--- src/rtl/wb_port_arbiter_pkg.sv ---
`default_nettype none
// ============================================================================
// Module   : wb_port_arbiter_pkg
// Brief    : Shared widths and request type for the writeback port arbiter.
// Revision : 1.0
// ============================================================================
package wb_port_arbiter_pkg;

    localparam int REG_ADDR_W = 5;
    localparam int NUM_REGS   = 32;
    localparam int WB_DATA_W  = 32;

    typedef struct packed {
        logic [REG_ADDR_W-1:0] rd;
        logic [WB_DATA_W-1:0]  data;
    } wb_req_t;

endpackage
`default_nettype wire

--- src/rtl/wb_port_arbiter_if.sv ---
`default_nettype none
// ============================================================================
// Module   : wb_port_arbiter_if
// Brief    : Pipeline WB, long-latency unit, ID and register-file signals.
// Revision : 1.0
// ============================================================================
interface wb_port_arbiter_if #(
    parameter int DATA_WIDTH = 32
);
    import wb_port_arbiter_pkg::*;

    logic                  wb_regWrite;
    logic [REG_ADDR_W-1:0] wb_rd;
    logic [DATA_WIDTH-1:0] wb_write_data;
    logic                  lu_valid;
    logic [REG_ADDR_W-1:0] lu_rd;
    logic [DATA_WIDTH-1:0] lu_data;
    logic                  lu_ready;
    logic                  issue_valid;
    logic [REG_ADDR_W-1:0] issue_rd;
    logic [REG_ADDR_W-1:0] id_rs1;
    logic [REG_ADDR_W-1:0] id_rs2;
    logic [REG_ADDR_W-1:0] id_rd;
    logic                  stall;
    logic                  wb_hold;
    logic                  rf_write;
    logic [REG_ADDR_W-1:0] rf_write_reg;
    logic [DATA_WIDTH-1:0] rf_write_data;
    logic [NUM_REGS-1:0]   pending;

    modport slave (
        input  wb_regWrite, wb_rd, wb_write_data,
        input  lu_valid, lu_rd, lu_data,
        input  issue_valid, issue_rd,
        input  id_rs1, id_rs2, id_rd,
        output lu_ready, stall, wb_hold,
        output rf_write, rf_write_reg, rf_write_data, pending
    );

    modport master (
        output wb_regWrite, wb_rd, wb_write_data,
        output lu_valid, lu_rd, lu_data,
        output issue_valid, issue_rd,
        output id_rs1, id_rs2, id_rd,
        input  lu_ready, stall, wb_hold,
        input  rf_write, rf_write_reg, rf_write_data, pending
    );

endinterface
`default_nettype wire

--- src/rtl/wb_port_arbiter_fifo.sv ---
`default_nettype none
// ============================================================================
// Module   : wb_result_fifo
// Brief    : Long-latency result queue; entries become visible the cycle after push.
// Revision : 1.0
// ============================================================================
module wb_result_fifo
    import wb_port_arbiter_pkg::*;
#(
    parameter int DEPTH      = 4,
    parameter int DATA_WIDTH = 32
) (
    input  wire logic                          clock,
    input  wire logic                          reset,
    input  wire logic                          i_push,
    input  wire logic [REG_ADDR_W-1:0]         i_push_rd,
    input  wire logic [DATA_WIDTH-1:0]         i_push_data,
    input  wire logic                          i_pop,
    output logic      [REG_ADDR_W-1:0]         o_head_rd,
    output logic      [DATA_WIDTH-1:0]         o_head_data,
    output logic                               o_full,
    output logic                               o_empty,
    output logic      [$clog2(DEPTH):0]        o_count
);
    localparam int                c_ptr_w = $clog2(DEPTH);
    localparam logic [c_ptr_w:0]  c_depth = (c_ptr_w+1)'(DEPTH);

    logic [REG_ADDR_W-1:0] r_mem_rd   [DEPTH];
    logic [DATA_WIDTH-1:0] r_mem_data [DEPTH];
    logic [c_ptr_w-1:0]    r_wr_ptr;
    logic [c_ptr_w-1:0]    r_rd_ptr;
    logic [c_ptr_w:0]      r_count;
    logic                  w_push_ok;
    logic                  w_pop_ok;

    assign o_full      = (r_count == c_depth);
    assign o_empty     = (r_count == '0);
    assign o_count     = r_count;
    assign o_head_rd   = r_mem_rd[r_rd_ptr];
    assign o_head_data = r_mem_data[r_rd_ptr];

    // Push is refused when full even if a pop frees a slot this cycle.
    assign w_push_ok = i_push && !o_full;
    assign w_pop_ok  = i_pop && !o_empty;

    always_ff @(posedge clock) begin
        if (w_push_ok) begin
            r_mem_rd[r_wr_ptr]   <= i_push_rd;
            r_mem_data[r_wr_ptr] <= i_push_data;
        end
    end

    always_ff @(posedge clock or posedge reset) begin
        if (reset) begin
            r_wr_ptr <= '0;
            r_rd_ptr <= '0;
            r_count  <= '0;
        end else begin
            if (w_push_ok) r_wr_ptr <= r_wr_ptr + 1'b1;
            if (w_pop_ok)  r_rd_ptr <= r_rd_ptr + 1'b1;
            case ({w_push_ok, w_pop_ok})
                2'b10:   r_count <= r_count + 1'b1;
                2'b01:   r_count <= r_count - 1'b1;
                default: r_count <= r_count;
            endcase
        end
    end

endmodule
`default_nettype wire

--- src/rtl/wb_port_arbiter.sv ---
`default_nettype none
// ============================================================================
// Module   : wb_port_arbiter
// Brief    : Register-file write port arbiter with pending-register scoreboard.
// Revision : 1.0
// ============================================================================
module wb_port_arbiter
    import wb_port_arbiter_pkg::*;
#(
    parameter int CORE         = 0,
    parameter int DATA_WIDTH   = 32,
    parameter int LQ_DEPTH     = 4,
    parameter int STARVE_LIMIT = 8
) (
    input  wire logic        clock,
    input  wire logic        reset,
    wb_port_arbiter_if.slave bus
);
    localparam int                   c_cnt_w      = $clog2(STARVE_LIMIT + 1);
    localparam logic [c_cnt_w-1:0]   c_starve_max = c_cnt_w'(STARVE_LIMIT);
    localparam int                   c_lq_cnt_w   = $clog2(LQ_DEPTH) + 1;
    localparam logic [c_lq_cnt_w-1:0] c_lq_depth  = c_lq_cnt_w'(LQ_DEPTH);

    generate
        if (CORE < 0 || LQ_DEPTH < 2 || (LQ_DEPTH & (LQ_DEPTH - 1)) != 0) begin : g_bad_param
            $error("wb_port_arbiter: LQ_DEPTH must be a power of 2 >= 2");
        end
    endgenerate

    logic                    w_wb_sel;
    logic                    w_pop;
    logic                    w_push;
    logic [REG_ADDR_W-1:0]   w_head_rd;
    logic [DATA_WIDTH-1:0]   w_head_data;
    logic                    w_full;
    logic                    w_empty;
    logic [c_lq_cnt_w-1:0]   w_count;
    logic [NUM_REGS-1:0]     w_pending_next;
    logic [c_cnt_w-1:0]      w_starve_next;

    logic                    r_rf_write;
    logic [REG_ADDR_W-1:0]   r_rf_write_reg;
    logic [DATA_WIDTH-1:0]   r_rf_write_data;
    logic [NUM_REGS-1:0]     r_pending;
    logic [c_cnt_w-1:0]      r_starve_cnt;
    logic                    r_wb_hold;

    // A WB write to x0 is a no-op and must not steal the port from the queue.
    assign w_wb_sel = bus.wb_regWrite && (bus.wb_rd != '0);
    assign w_pop    = !w_wb_sel && !w_empty;
    assign w_push   = bus.lu_valid && !w_full;

    wb_result_fifo #(
        .DEPTH      (LQ_DEPTH),
        .DATA_WIDTH (DATA_WIDTH)
    ) u_fifo (
        .clock       (clock),
        .reset       (reset),
        .i_push      (w_push),
        .i_push_rd   (bus.lu_rd),
        .i_push_data (bus.lu_data),
        .i_pop       (w_pop),
        .o_head_rd   (w_head_rd),
        .o_head_data (w_head_data),
        .o_full      (w_full),
        .o_empty     (w_empty),
        .o_count     (w_count)
    );

    // A new issue to a register outranks the retirement of an older op to it.
    always_comb begin
        w_pending_next = r_pending;
        if (w_pop && (w_head_rd != '0)) begin
            w_pending_next[w_head_rd] = 1'b0;
        end
        if (bus.issue_valid && (bus.issue_rd != '0)) begin
            w_pending_next[bus.issue_rd] = 1'b1;
        end
        w_pending_next[0] = 1'b0;
    end

    always_comb begin
        w_starve_next = '0;
        if (!w_empty && w_wb_sel) begin
            w_starve_next = (r_starve_cnt == c_starve_max) ? c_starve_max
                                                            : r_starve_cnt + 1'b1;
        end
    end

    always_ff @(posedge clock or posedge reset) begin
        if (reset) begin
            r_rf_write      <= 1'b0;
            r_rf_write_reg  <= '0;
            r_rf_write_data <= '0;
            r_pending       <= '0;
            r_starve_cnt    <= '0;
            r_wb_hold       <= 1'b0;
        end else begin
            r_pending    <= w_pending_next;
            r_starve_cnt <= w_starve_next;
            r_wb_hold    <= (w_starve_next == c_starve_max);
            if (w_wb_sel) begin
                r_rf_write      <= 1'b1;
                r_rf_write_reg  <= bus.wb_rd;
                r_rf_write_data <= bus.wb_write_data;
            end else if (w_pop && (w_head_rd != '0)) begin
                r_rf_write      <= 1'b1;
                r_rf_write_reg  <= w_head_rd;
                r_rf_write_data <= w_head_data;
            end else begin
                r_rf_write      <= 1'b0;
            end
        end
    end

    function automatic logic reg_busy(input logic [REG_ADDR_W-1:0] r,
                                      input logic [NUM_REGS-1:0]   pend);
        return (r != '0) && pend[r];
    endfunction

    assign bus.stall = reg_busy(bus.id_rs1, r_pending) |
                       reg_busy(bus.id_rs2, r_pending) |
                       reg_busy(bus.id_rd,  r_pending);

    assign bus.lu_ready      = (w_count < c_lq_depth);
    assign bus.wb_hold       = r_wb_hold;
    assign bus.rf_write      = r_rf_write;
    assign bus.rf_write_reg  = r_rf_write_reg;
    assign bus.rf_write_data = r_rf_write_data;
    assign bus.pending       = r_pending;

endmodule
`default_nettype wire

--- src/flat_wrapper.sv ---
// flat-port wrapper written by rule: the top's interface ports become plain ports
module wb_port_arbiter_flat import wb_port_arbiter_pkg::*;
#(
    parameter int CORE         = 0,
    parameter int DATA_WIDTH   = 32,
    parameter int LQ_DEPTH     = 4,
    parameter int STARVE_LIMIT = 8
)
  (clock, reset, bus_wb_regWrite, bus_wb_rd, bus_wb_write_data, bus_lu_valid, bus_lu_rd, bus_lu_data, bus_issue_valid, bus_issue_rd, bus_id_rs1, bus_id_rs2, bus_id_rd, bus_lu_ready, bus_stall, bus_wb_hold, bus_rf_write, bus_rf_write_reg, bus_rf_write_data, bus_pending);
  wb_port_arbiter_if #(.DATA_WIDTH(DATA_WIDTH)) bus_i ();
  input  wire logic clock;
  input  wire logic reset;
  input wire logic [$bits(bus_i.wb_regWrite)-1:0] bus_wb_regWrite;
  input wire logic [$bits(bus_i.wb_rd)-1:0] bus_wb_rd;
  input wire logic [$bits(bus_i.wb_write_data)-1:0] bus_wb_write_data;
  input wire logic [$bits(bus_i.lu_valid)-1:0] bus_lu_valid;
  input wire logic [$bits(bus_i.lu_rd)-1:0] bus_lu_rd;
  input wire logic [$bits(bus_i.lu_data)-1:0] bus_lu_data;
  input wire logic [$bits(bus_i.issue_valid)-1:0] bus_issue_valid;
  input wire logic [$bits(bus_i.issue_rd)-1:0] bus_issue_rd;
  input wire logic [$bits(bus_i.id_rs1)-1:0] bus_id_rs1;
  input wire logic [$bits(bus_i.id_rs2)-1:0] bus_id_rs2;
  input wire logic [$bits(bus_i.id_rd)-1:0] bus_id_rd;
  output wire logic [$bits(bus_i.lu_ready)-1:0] bus_lu_ready;
  output wire logic [$bits(bus_i.stall)-1:0] bus_stall;
  output wire logic [$bits(bus_i.wb_hold)-1:0] bus_wb_hold;
  output wire logic [$bits(bus_i.rf_write)-1:0] bus_rf_write;
  output wire logic [$bits(bus_i.rf_write_reg)-1:0] bus_rf_write_reg;
  output wire logic [$bits(bus_i.rf_write_data)-1:0] bus_rf_write_data;
  output wire logic [$bits(bus_i.pending)-1:0] bus_pending;
  assign bus_i.wb_regWrite = bus_wb_regWrite;
  assign bus_i.wb_rd = bus_wb_rd;
  assign bus_i.wb_write_data = bus_wb_write_data;
  assign bus_i.lu_valid = bus_lu_valid;
  assign bus_i.lu_rd = bus_lu_rd;
  assign bus_i.lu_data = bus_lu_data;
  assign bus_i.issue_valid = bus_issue_valid;
  assign bus_i.issue_rd = bus_issue_rd;
  assign bus_i.id_rs1 = bus_id_rs1;
  assign bus_i.id_rs2 = bus_id_rs2;
  assign bus_i.id_rd = bus_id_rd;
  assign bus_lu_ready = bus_i.lu_ready;
  assign bus_stall = bus_i.stall;
  assign bus_wb_hold = bus_i.wb_hold;
  assign bus_rf_write = bus_i.rf_write;
  assign bus_rf_write_reg = bus_i.rf_write_reg;
  assign bus_rf_write_data = bus_i.rf_write_data;
  assign bus_pending = bus_i.pending;
  wb_port_arbiter #(.CORE(CORE), .DATA_WIDTH(DATA_WIDTH), .LQ_DEPTH(LQ_DEPTH), .STARVE_LIMIT(STARVE_LIMIT)) u_core (.clock(clock), .reset(reset), .bus(bus_i));
endmodule
--- config.mk ---
export PLATFORM = sky130hd
export DESIGN_NAME = wb_port_arbiter_flat
export DESIGN_NICKNAME = d
export VERILOG_FILES = /design/src/rtl/wb_port_arbiter_pkg.sv /design/src/rtl/wb_port_arbiter_if.sv /design/src/rtl/wb_port_arbiter_fifo.sv /design/src/rtl/wb_port_arbiter.sv /design/src/flat_wrapper.sv
export SDC_FILE = /design/constraint.sdc
export NUM_CORES = 1
export LEC_CHECK = 0
export CAP_MARGIN = 25
export CORE_ASPECT_RATIO = 1.5
export CORE_MARGIN = 2
export CORE_UTILIZATION = 53
export DETAILED_ROUTE_END_ITERATION = 12
export HOLD_SLACK_MARGIN = 0.06
export PLACE_DENSITY = 0.84
export SYNTH_ARGS = -nofsm -noshare
export SYNTH_HDL_FRONTEND = slang
export SYNTH_SLANG_ARGS = --single-unit
--- constraint.sdc ---
create_clock -name clock -period 3.67 [get_ports clock]
set_clock_uncertainty 0.05 [all_clocks]
set_input_delay 0.734 -clock clock [delete_from_list [all_inputs] [get_ports clock]]
set_output_delay 0.734 -clock clock [all_outputs]
set_load 0.03 [all_outputs]
==> results.md <==
* Status: completed
* Synth top area share at 45.36%
* Post-route ant nets at 0
* Post-synthesis xor/xnor area fraction at 0.7152%
* Initial Utilization at 54.38%
* FF-to-FF path depth at 6
* Average wire per standard cell at around 22 um
* Maximum VDD drop at between 500 and 600 uV
* CP startpoint kind: primary input
* # diodes at 0
* Chip width at 115.0 um
* R2r endpoint: u_core.bus.rf_write_data[18]
* Largest family of logic cells by synthesized area: multiplexers
* Sequential Area at 0.006474 mm2
* Largest cells by area after synthesis: edfxtp_1 45%, dfrtp_1 21%, mux4_2 13%, a21oi_1 3.5%, o21ai_0 3.4%
* Largest net degree at the start of global routing at 50
* Slowest CP cell: clkdlybuf4s50_1
* Setup crit start: bus_id_rd[0]
* First-pass GRT wire length at around 37 mm
* Core Area at between 0.015 and 0.02 mm2
* GRT overflow at 0
* Peak Freq at 0.2800 GHz
* Die Ht at 170.5 um
* Total Wirelength at 23.76 mm
* Synth Register Bits at 229
* Layout cells sized above 1 at approximately 15%
* Largest register FFs at 128
* Crit Reg-Reg Startpoint: u_core.u_fifo.r_rd_ptr[0]
* TritonCTS clock tree: built
* Commonest cells post-synth: 148 x edfxtp_1, 81 x dfrtp_1, 69 x a21oi_1
* NumNets Final at 958
* Min-Delay Path Class: reg2reg
* Final Instance Area at 0.01258 mm2
* Critical Path RT at 2890 ps
* Main synth FF type: edfxtp_1
* Final worst setup slack at 97.96 ps
* GRT Util Overall at around 25%
* Synth Warn # at 0
* Place WS at -344.6 ps
* Placed cell count at 1046
* CP max stage delay at 560 ps
* Unique masters post-synth at 50
* Post-synth top area cell: edfxtp_1
* Most frequent cell after synthesis: edfxtp_1
* Fin crit share at just under 100%
* RSZ-0062 raised after global routing: no
* Async SR Flop Fraction at around 35%
* Post-synth EDFFs at between 100 and 150
* Clock Latency Late Sink at around 490 ps
* Root buffer cell: clkbuf_16
* Mapped Cells at ~660
* CP max FO at 9
* Syn Nets at 768
* Worst Max-Slew Pin Slew at 609.5 ps
* Setup CP Type: in2out
* Reg with most FFs: u_core.u_fifo.r_mem_data
* Postcts setup bufs at 0
* Mapped Area at 0.009797 mm2
* Post-Synth Adder-Cell Area at between 1 and 1.5%
* Mean post-synth cell area at 14.82 um2
* Vias in the first global route at ~7000
* Clock slew at reported path FFs at 60 ps
* Max-slew violations at 0
* Ports at about 170
* Min cycle time layout at about 3600 ps
* Mux cell area share after synthesis at 14.16%
* Final Wtd Congestion at 1.067
* Hold slack at 458.7 ps
* R2r setup slk at 750 ps
* Delay-heaviest family, CP: buffers and inverters
* Compound-gate portion of the synthesized area at 8.787%
* CTS buffer count at 20
* CTS H-tree depth at 1
* Multi-input logic area at 0.003148 mm2
* Fin cells at 1082
* CP Cell Sequence: clkdlybuf4s50_1 -> buf_4 -> buf_12 -> mux2_2 -> o311ai_0 -> o31a_1 -> nand4_1 -> buf_2
* # resized after CTS at 6
* Final HPWL DP at 16.56 mm
* Post-synthesis simple-gate area fraction at 7.088%
* PwrDens at 810.8 mW/mm2
* Worst Setup End Kind: primary output
* Area Overhead vs Synth at 28.39%
* Vias per Instance at 6.092
* Maxcap violations at 0
* Sequential area share after synthesis at 66.05%
* CTS hold repair buffers at 0
* Clock Path Buffers at 3
* DRC viols at 0
* Pre-Repair DR Iteration Count at 5
* Leak pwr at 4.480 nW
* DIE AREA at 0.01961 mm2
* Rows at 60
* Fill cells at 1163
* Final setup fails at 0
* Rel. slew slack at 59.32%
* Crit path to: bus_stall
* Hold Vio Cnt, Final at 0
* Initial antenna violation count at 0
* Clk sinks at 229
* DR iter-0 viols at between 500 and 600
* Bufs and invs on worst path at 4
* Stages on worst setup path at 8
* Via count at 6592
* DP Area at 0.01193 mm2
* Port Buffers at 170
* Min-Delay Path Depth at 1
* Crit path DAT at 2790 ps
==> where the power goes <==
part	internal (mW)	total (mW)	switching (mW)
Clock	1.21	2.06	0.850
Combinational	1.81	4.05	2.24
Sequential	3.51	4.08	0.570
Total	6.54	10.2	3.66
==> routing by layer <==
layer / GRT usage (%) / vias to the layer above / wire length [um]
met3: 4.109 / 62 / 1745
li1: - / 2917 / -
met5: 0 / - / 0
met2: 44.45 / 331 / 12660
met4: 8.539 / 0 / 754
met1: 29.91 / 3282 / 8601
==> worst min-delay path by stage <==
stage | start | endpoint
2_1_floorplan | u_core.r_starve_cnt[0] | u_core.r_starve_cnt[0]
3_3_place_gp | u_core.bus.rf_write_data[25] | u_core.bus.rf_write_data[25]
3_5_place_dp | u_core.u_fifo.o_count[0] | u_core.u_fifo.o_count[0]
4_1_cts | u_core.u_fifo.o_count[0] | u_core.u_fifo.o_count[0]
5_1_grt | u_core.bus.rf_write_data[16] | u_core.bus.rf_write_data[16]
6_report | u_core.u_fifo.o_count[0] | u_core.u_fifo.o_count[0]
==> cells in the final DEF, fill, tap and decap left out, types with 3 or more instances in the layout <==
cell             netlist  final
nor3b_1                3      3
buf_4                  1     24
nor2b_1                8      8
nor3_1                 3      3
nand4_1                3      3
ha_1                   7      7
inv_1                 11     10
buf_12                 0      6
clkbuf_1              15      8
and2_2                 0      4
o21ai_0               67     66
xnor2_1                5      5
edfxtp_1             148    148
mux2i_1               10     10
clkinv_1               0      3
nand3b_1               6      6
nand2_1               45     45
clkdlybuf4s50_1        0    169
xor2_1                 3      3
nand2b_1               6      6
dfrtp_1               81     79
nor2_1                51     51
clkbuf_16              0     21
o211ai_1               3      3
a21oi_1               69     69
nand3_1                8      8
mux4_2                55     55
a221oi_1               4      4
==> cell type report <==
class,count,share of cell area [%]
Multi-Input combinational cell,389,25.03
Tap cell,217,2.159
Inverter,11,0.3382
Clock inverter,6,0.6068
Clock buffer,30,4.526
Sequential cell,229,51.47
Timing Repair Buffer,200,15.88
==> stage by stage <==
stage	total power, mW	setup TNS, ps	util, %
after detailed placement	8.170	-344.6	66.22
after global routing	10.67	0	69.81
after CTS	10.25	0	69.81
after global placement	8.049	-356.2	66.22
final	10.20	0	69.81
after floorplan	6.543	0	-
==> cell families after synthesis <==
group	after synthesis
DFF	229
AOI/OAI and AO/OA	157
and+or+nand+nor	147
muxes	68
buffers and inverters	43
adders and majority gates	8
xor gates and xnor gates	8
other	1
==> worst register-to-register path, stage by stage, from the launching register on <==
cell and delay [ps]:
dfrtp_2 590, mux4_1 750, or3_4 460, o21ai_4 450, buf_4 320, nand2_1 90, a21oi_1 140
Note: power is estimated with default switching activity, not from simulation.
==> RTL change 1, RTL diff (same settings) <==
`LQ_DEPTH` is set to 4 in 2 places; all go to 16.
--- a/src/rtl/wb_port_arbiter.sv
+++ b/src/rtl/wb_port_arbiter.sv
@@ -9,7 +9,7 @@
 #(
     parameter int CORE         = 0,
     parameter int DATA_WIDTH   = 32,
-    parameter int LQ_DEPTH     = 4,
+    parameter int LQ_DEPTH     = 16,
     parameter int STARVE_LIMIT = 8
 ) (
     input  wire logic        clock,
--- a/src/flat_wrapper.sv
+++ b/src/flat_wrapper.sv
@@ -3,7 +3,7 @@
 #(
     parameter int CORE         = 0,
     parameter int DATA_WIDTH   = 32,
-    parameter int LQ_DEPTH     = 4,
+    parameter int LQ_DEPTH     = 16,
     parameter int STARVE_LIMIT = 8
 )
   (clock, reset, bus_wb_regWrite, bus_wb_rd, bus_wb_write_data, bus_lu_valid, bus_lu_rd, bus_lu_data, bus_issue_valid, bus_issue_rd, bus_id_rs1, bus_id_rs2, bus_id_rd, bus_lu_ready, bus_stall, bus_wb_hold, bus_rf_write, bus_rf_write_reg, bus_rf_write_data, bus_pending);
Function: changed (a bounded check fails within 10 cycles, from zero or initial values and one cycle with reset high).
==> RTL change 1 against the unedited design <==
- sequential power rose to 2.6 times the old value
- design area rose to 2.6 times the old value
- routed wire length rose to 2.9 times the old value
- global-route usage up 1.4 points
- setup slack better by 87 ps
- synthesized area rose to 2.8 times the old value
- total power up 150%
- utilization down 7.1 points
- count of clock-buffer cells in the layout up 53
- synthesized cell count up 110%
- fmax up 2.5%
- sequential cell count up 450
- largest cell class unchanged
- highest routed layer is now met5
==> RTL change 1: results (changes against the unedited design) <==
* CTS H-tree depth at 2 (was 1)
* Fill cell count at 3381 (was 1163)
* Post-synth EDFFs at 592 (was 148)
* Routed wl met3 at 5.31 mm (was 1.75 mm)
* Worst-Skew Late Latency at 600 ps (was 490 ps)
* Status: complete, no violations (unchanged)
* DPL Wire Length at 40.9 mm (was 16.6 mm)
* Largest net degree at the start of global routing at 62 (was 50)
* Initial DRT Pass Iterations at 5 (unchanged)
* Met2 routed wirelength at 36.6 mm (was 12.7 mm)
* Critical-path top delay cell: clkdlybuf4s50_1 (unchanged)
* Synth cell types at 62 (was 50)
* Post-synth ARST share at 0.128 (was 0.354)
* Critical Path Source: bus_id_rs1[0] (was bus_id_rd[0])
* CTS buffer count at 57 (was 20)
* Highest clock rate at 287 MHz (was 280 MHz)
* FF-to-FF path depth at 7 (was 6)
* Synth top cells by count: edfxtp_1 (592), mux4_2 (201), nor2_1 (92), dfrtp_1 (87), nand2_1 (78) (was edfxtp_1 (148), dfrtp_1 (81), a21oi_1 (69), o21ai_0 (67), mux4_2 (55))
* 1st-iter DRT viols at 1485 (was 592)
* Hold Crit Class: in2async (was reg2reg)
* Initial antenna violation count at 2 (was 0)
* Worst slack, placed at 34.8 ps (was -345 ps)
* Global-route wire length before repair at 102 mm (was 37.3 mm)
* Clock-pin slew on the worst setup and hold paths at 70 ps
* Crit Path Max Fanout at 10 (was 9)
* Largest cells by area after synthesis: edfxtp_1 (65%), mux4_2 (17%), dfrtp_1 (7.9%) (was edfxtp_1 (45%), dfrtp_1 (21%), mux4_2 (13%))
* CP delay by family, top: multiplexers (was buffers and inverters)
* CTS max path bufs at 3 (unchanged)
* Wirelength per Cell at 29.8 um (was 22.0 um)
* Placer Congestion at 0.849 (was 1.07)
* Met2 Track Usage GR at 0.458 (was 0.445)
* GRT Util Overall at 0.261 (was 0.247)
* FF-to-FF Start: u_core.u_fifo.r_rd_ptr[0]$_DFFE_PP0P_ (unchanged)
* Port bufs at 170 (unchanged)
* Global-route met1 utilization at 0.325 (was 0.299)
* Top layer in use: met5 (was met4)
* Max reg flops at 512 (was 128)
* FF-to-FF End: u_core.bus.rf_write_data[8]$_DFFE_PP0P_ (was u_core.bus.rf_write_data[18]$_DFFE_PP0P_)
* Clock root buffer: clkbuf_16 (unchanged)
* Syn_nets at 1485 (was 768)
* Leakage at 10.6 nW (was 4.48 nW)
* Post-synthesis sequential area ratio at 0.728 (was 0.661)
* Measured slew at the worst slew-check pin at 764 ps (was 609 ps)
* CP max stage delay at 510 ps (was 560 ps)
* FF-to-FF setup slack at 310 ps (was 750 ps)
* Arrival @ worst endpoint at 2700 ps (was 2790 ps)
* VDD IR-drop max at 0.548 mV (was 0.599 mV)
* DR vias/cell at 6.48 (was 6.09)
* Layout cells sized above 1 at 0.240 (was 0.148)
* M3 GR Usage at 0.0381 (was 0.0411)
* Final nets at 1706 (was 958)
* Met1 WL at 24.4 mm (was 8.60 mm)
* Number of global-route vias before repair at 15.8k (was 6994)
==> RTL change 1: changes by cell type in the layout (fill, tap and decap cells not counted), moves of 29 or more <==
cell	before	now
nor3_1	3	34
a21oi_1	69	3
clkbuf_16	21	61
nor2_1	51	80
edfxtp_1	148	592
nand2_1	45	77
buf_4	24	55
o221a_1	0	30
mux4_2	55	201
==> RTL change 1: per-stage QoR <==
stage               utilization  cells  area [um2]  hold WS, ps
finish                    0.628   2321       32300          443
global route              0.628   2321       32300          476
CTS                       0.627   2319       32200          449
detailed placement        0.590   2213       30300          477
global placement          0.589   2212       30300          444
floorplan                     -   1376       27400          424
==> RTL change 1: power by group <==
| part | leakage, nW | internal (mW) | switching, mW |
|---|---|---|---|
| registers | 6.37 | 9.54 | 1.03 |
| logic | 3.27 | 3.92 | 4.53 |
| clock network | 0.923 | 3.48 | 2.65 |
==> RTL change 1: logic make-up (layout without fill, tap and decap cells) <==
group | after synthesis | count (layout) | share of synthesized area
muxes | 217 | 217 | 0.174
and+or+nand+nor | 266 | 266 | 0.0451
DFF | 679 | 679 | 0.728
buffers and inverters | 81 | 349 | 0.0147
adders and majority gates | 10 | 10 | 0.00456
AOI/OAI and AO/OA | 108 | 108 | 0.0297
xor gates and xnor gates | 14 | 14 | 0.00447
other | 1 | 2 | 0.000137
==> RTL change 1: timing repair <==
action,4_1_cts,5_1_grt
gates resized for setup,0,3
setup endpoints to repair,0,1
buffers inserted,0,0
endpoints found under the hold margin,0,0
==> RTL change 1: cell type report <==
class	instances	share of cell area
Antenna cell	1	0.0000775
Clock buffer	83	0.0511
Clock inverter	23	0.00810
Inverter	9	0.00112
Multi-Input combinational cell	616	0.223
Sequential cell	679	0.619
Tap cell	676	0.0262
Timing Repair Buffer	234	0.0717
==> RTL change 2, RTL diff (same flow settings) <==
Without the edit above. `r_pending` no longer has a reset.
--- a/src/rtl/wb_port_arbiter.sv
+++ b/src/rtl/wb_port_arbiter.sv
@@ -92,11 +92,9 @@
             r_rf_write      <= 1'b0;
             r_rf_write_reg  <= '0;
             r_rf_write_data <= '0;
-            r_pending       <= '0;
             r_starve_cnt    <= '0;
             r_wb_hold       <= 1'b0;
         end else begin
-            r_pending    <= w_pending_next;
             r_starve_cnt <= w_starve_next;
             r_wb_hold    <= (w_starve_next == c_starve_max);
             if (w_wb_sel) begin
@@ -111,6 +109,10 @@
                 r_rf_write      <= 1'b0;
             end
         end
+    end
+
+    always_ff @(posedge clock) begin
+        r_pending <= w_pending_next;
     end
 
     function automatic logic reg_busy(input logic [REG_ADDR_W-1:0] r,
Behaviour: not the same (a bounded check fails within 4 cycles, from zero or initial values and one cycle with reset high).
==> RTL change 2 against the unedited design <==
- total power grew 3.6%
- register-to-register slack got worse by 520 ps
- synthesized area up 0.33%
- largest power group is now combinational cells
- largest cell class unchanged
- setup slack got worse by 16 ps
- highest routed layer unchanged
- critical endpoint unchanged
- non-clock buffer count decreased by 6
- sequential cell count is the same
- design area increased by 0.55%
- routed wire length increased by 6.2%
==> RTL change 2: results (changes against the unedited design) <==
* Worst slack, placed at -496 ps (was -345 ps)
* Final nets at 912 (was 958)
* Post-synthesis sequential area ratio at 0.643 (was 0.661)
* Largest cells by area after synthesis: edfxtp_1 (45%), dfrtp_1 (13%), mux4_2 (13%) (was edfxtp_1 (45%), dfrtp_1 (21%), mux4_2 (13%))
* FF-to-FF path depth at 5 (was 6)
* CP max stage delay at 480 ps (was 560 ps)
* Arrival @ worst endpoint at 2800 ps (was 2790 ps)
* Number of instances in the placed design at 1032 (was 1046)
* Critical Path Source: bus_id_rs1[0] (was bus_id_rd[0])
* VDD IR-drop max at 0.684 mV (was 0.599 mV)
* Layout cells sized above 1 at 0.216 (was 0.148)
* Syn_nets at 723 (was 768)
* Leakage at 4.57 nW (was 4.48 nW)
* Synth top cells by count: edfxtp_1 (148), o21ai_0 (64), mux4_2 (55), dfrtp_1 (50), inv_1 (49) (was edfxtp_1 (148), dfrtp_1 (81), a21oi_1 (69), o21ai_0 (67), mux4_2 (55))
* Global-route wire length before repair at 38.3 mm (was 37.3 mm)
* DPL Wire Length at 16.8 mm (was 16.6 mm)
* Placement Cell Area at 11900 um2 (about the same)
* Fill cell count at 1189 (was 1163)
* Final instance count without filler cells at 1072 (was 1082)
* Status: complete, no violations (unchanged)
* Placer Congestion at 0.935 (was 1.07)
* Critical-path top delay cell: mux4_2 (was clkdlybuf4s50_1)
* CTS buffer count at 21 (was 20)
* FF-to-FF setup slack at 230 ps (was 750 ps)
* Met2 routed wirelength at 14.2 mm (was 12.7 mm)
* Synth top area share at 0.452 (was 0.454)
* Synth cell types at 54 (was 50)
* WHS at 461 ps (was 459 ps)
* 1st-iter DRT viols at 663 (was 592)
* Measured slew at the worst slew-check pin at 728 ps (was 609 ps)
* FF-to-FF End: u_core.bus.rf_write_data[10]$_DFFE_PP0P_ (was u_core.bus.rf_write_data[18]$_DFFE_PP0P_)
* GRT Util Overall at 0.257 (was 0.247)
* Fin crit share at 0.978 (was 0.973)
* Post-synth ARST share at 0.218 (was 0.354)
-- RTL change 2: cell types whose count changed after synthesis, moves of 22 or more --
| cell | unedited run | this run |
|---|---|---|
| a21oi_1 | 69 | 10 |
| a21oi_2 | 0 | 30 |
| dfrtp_1 | 81 | 50 |
| dfxtp_1 | 0 | 31 |
| inv_1 | 11 | 49 |
| nand2_1 | 45 | 10 |
| nor2_1 | 51 | 8 |
| o22ai_1 | 0 | 22 |
-- RTL change 2: repair_timing --
| action | in CTS | in global routing |
|---|---|---|
| endpoints found under the setup margin | 1 | 1 |
| gates resized for setup | 11 | 1 |
| gates cloned | 2 | 0 |
-- RTL change 2: area by class of cell --
| cell class | count | area share |
|---|---|---|
| repair buffers | 194 | 0.156 |
| multi-input cells | 309 | 0.247 |
| clock inverters | 14 | 0.0145 |
| flip-flops and latches | 229 | 0.500 |
| diodes | 1 | 0.000198 |
| well taps | 252 | 0.0249 |
| inverters | 50 | 0.0148 |
| clock buffers | 23 | 0.0421 |
-- RTL change 2: routing by layer --
| layer | global-route usage | vias up |
|---|---|---|
| li1 | - | 2770 |
| met1 | 0.282 | 3268 |
| met4 | 0.102 | 0 |
| met5 | 0 | - |
| met2 | 0.489 | 321 |
| met3 | 0.0390 | 78 |
-- RTL change 2: logic make-up (layout without fill, tap and decap cells) --
logic type	after synthesis	count (layout)	share of synthesized area
DFF	229	229	0.643
AOI/OAI and AO/OA	154	154	0.109
buffers and inverters	78	281	0.0421
muxes	70	70	0.147
and+or+nand+nor	68	68	0.0414
adders and majority gates	8	8	0.0109
xor gates and xnor gates	8	8	0.00713
other	1	2	0.000382
-- RTL change 2: report_power, final --
part           internal, mW  total, mW  switching, mW
combinational          1.86       4.20           2.34
sequential             3.53       4.11          0.574
clock                  1.34       2.26          0.921
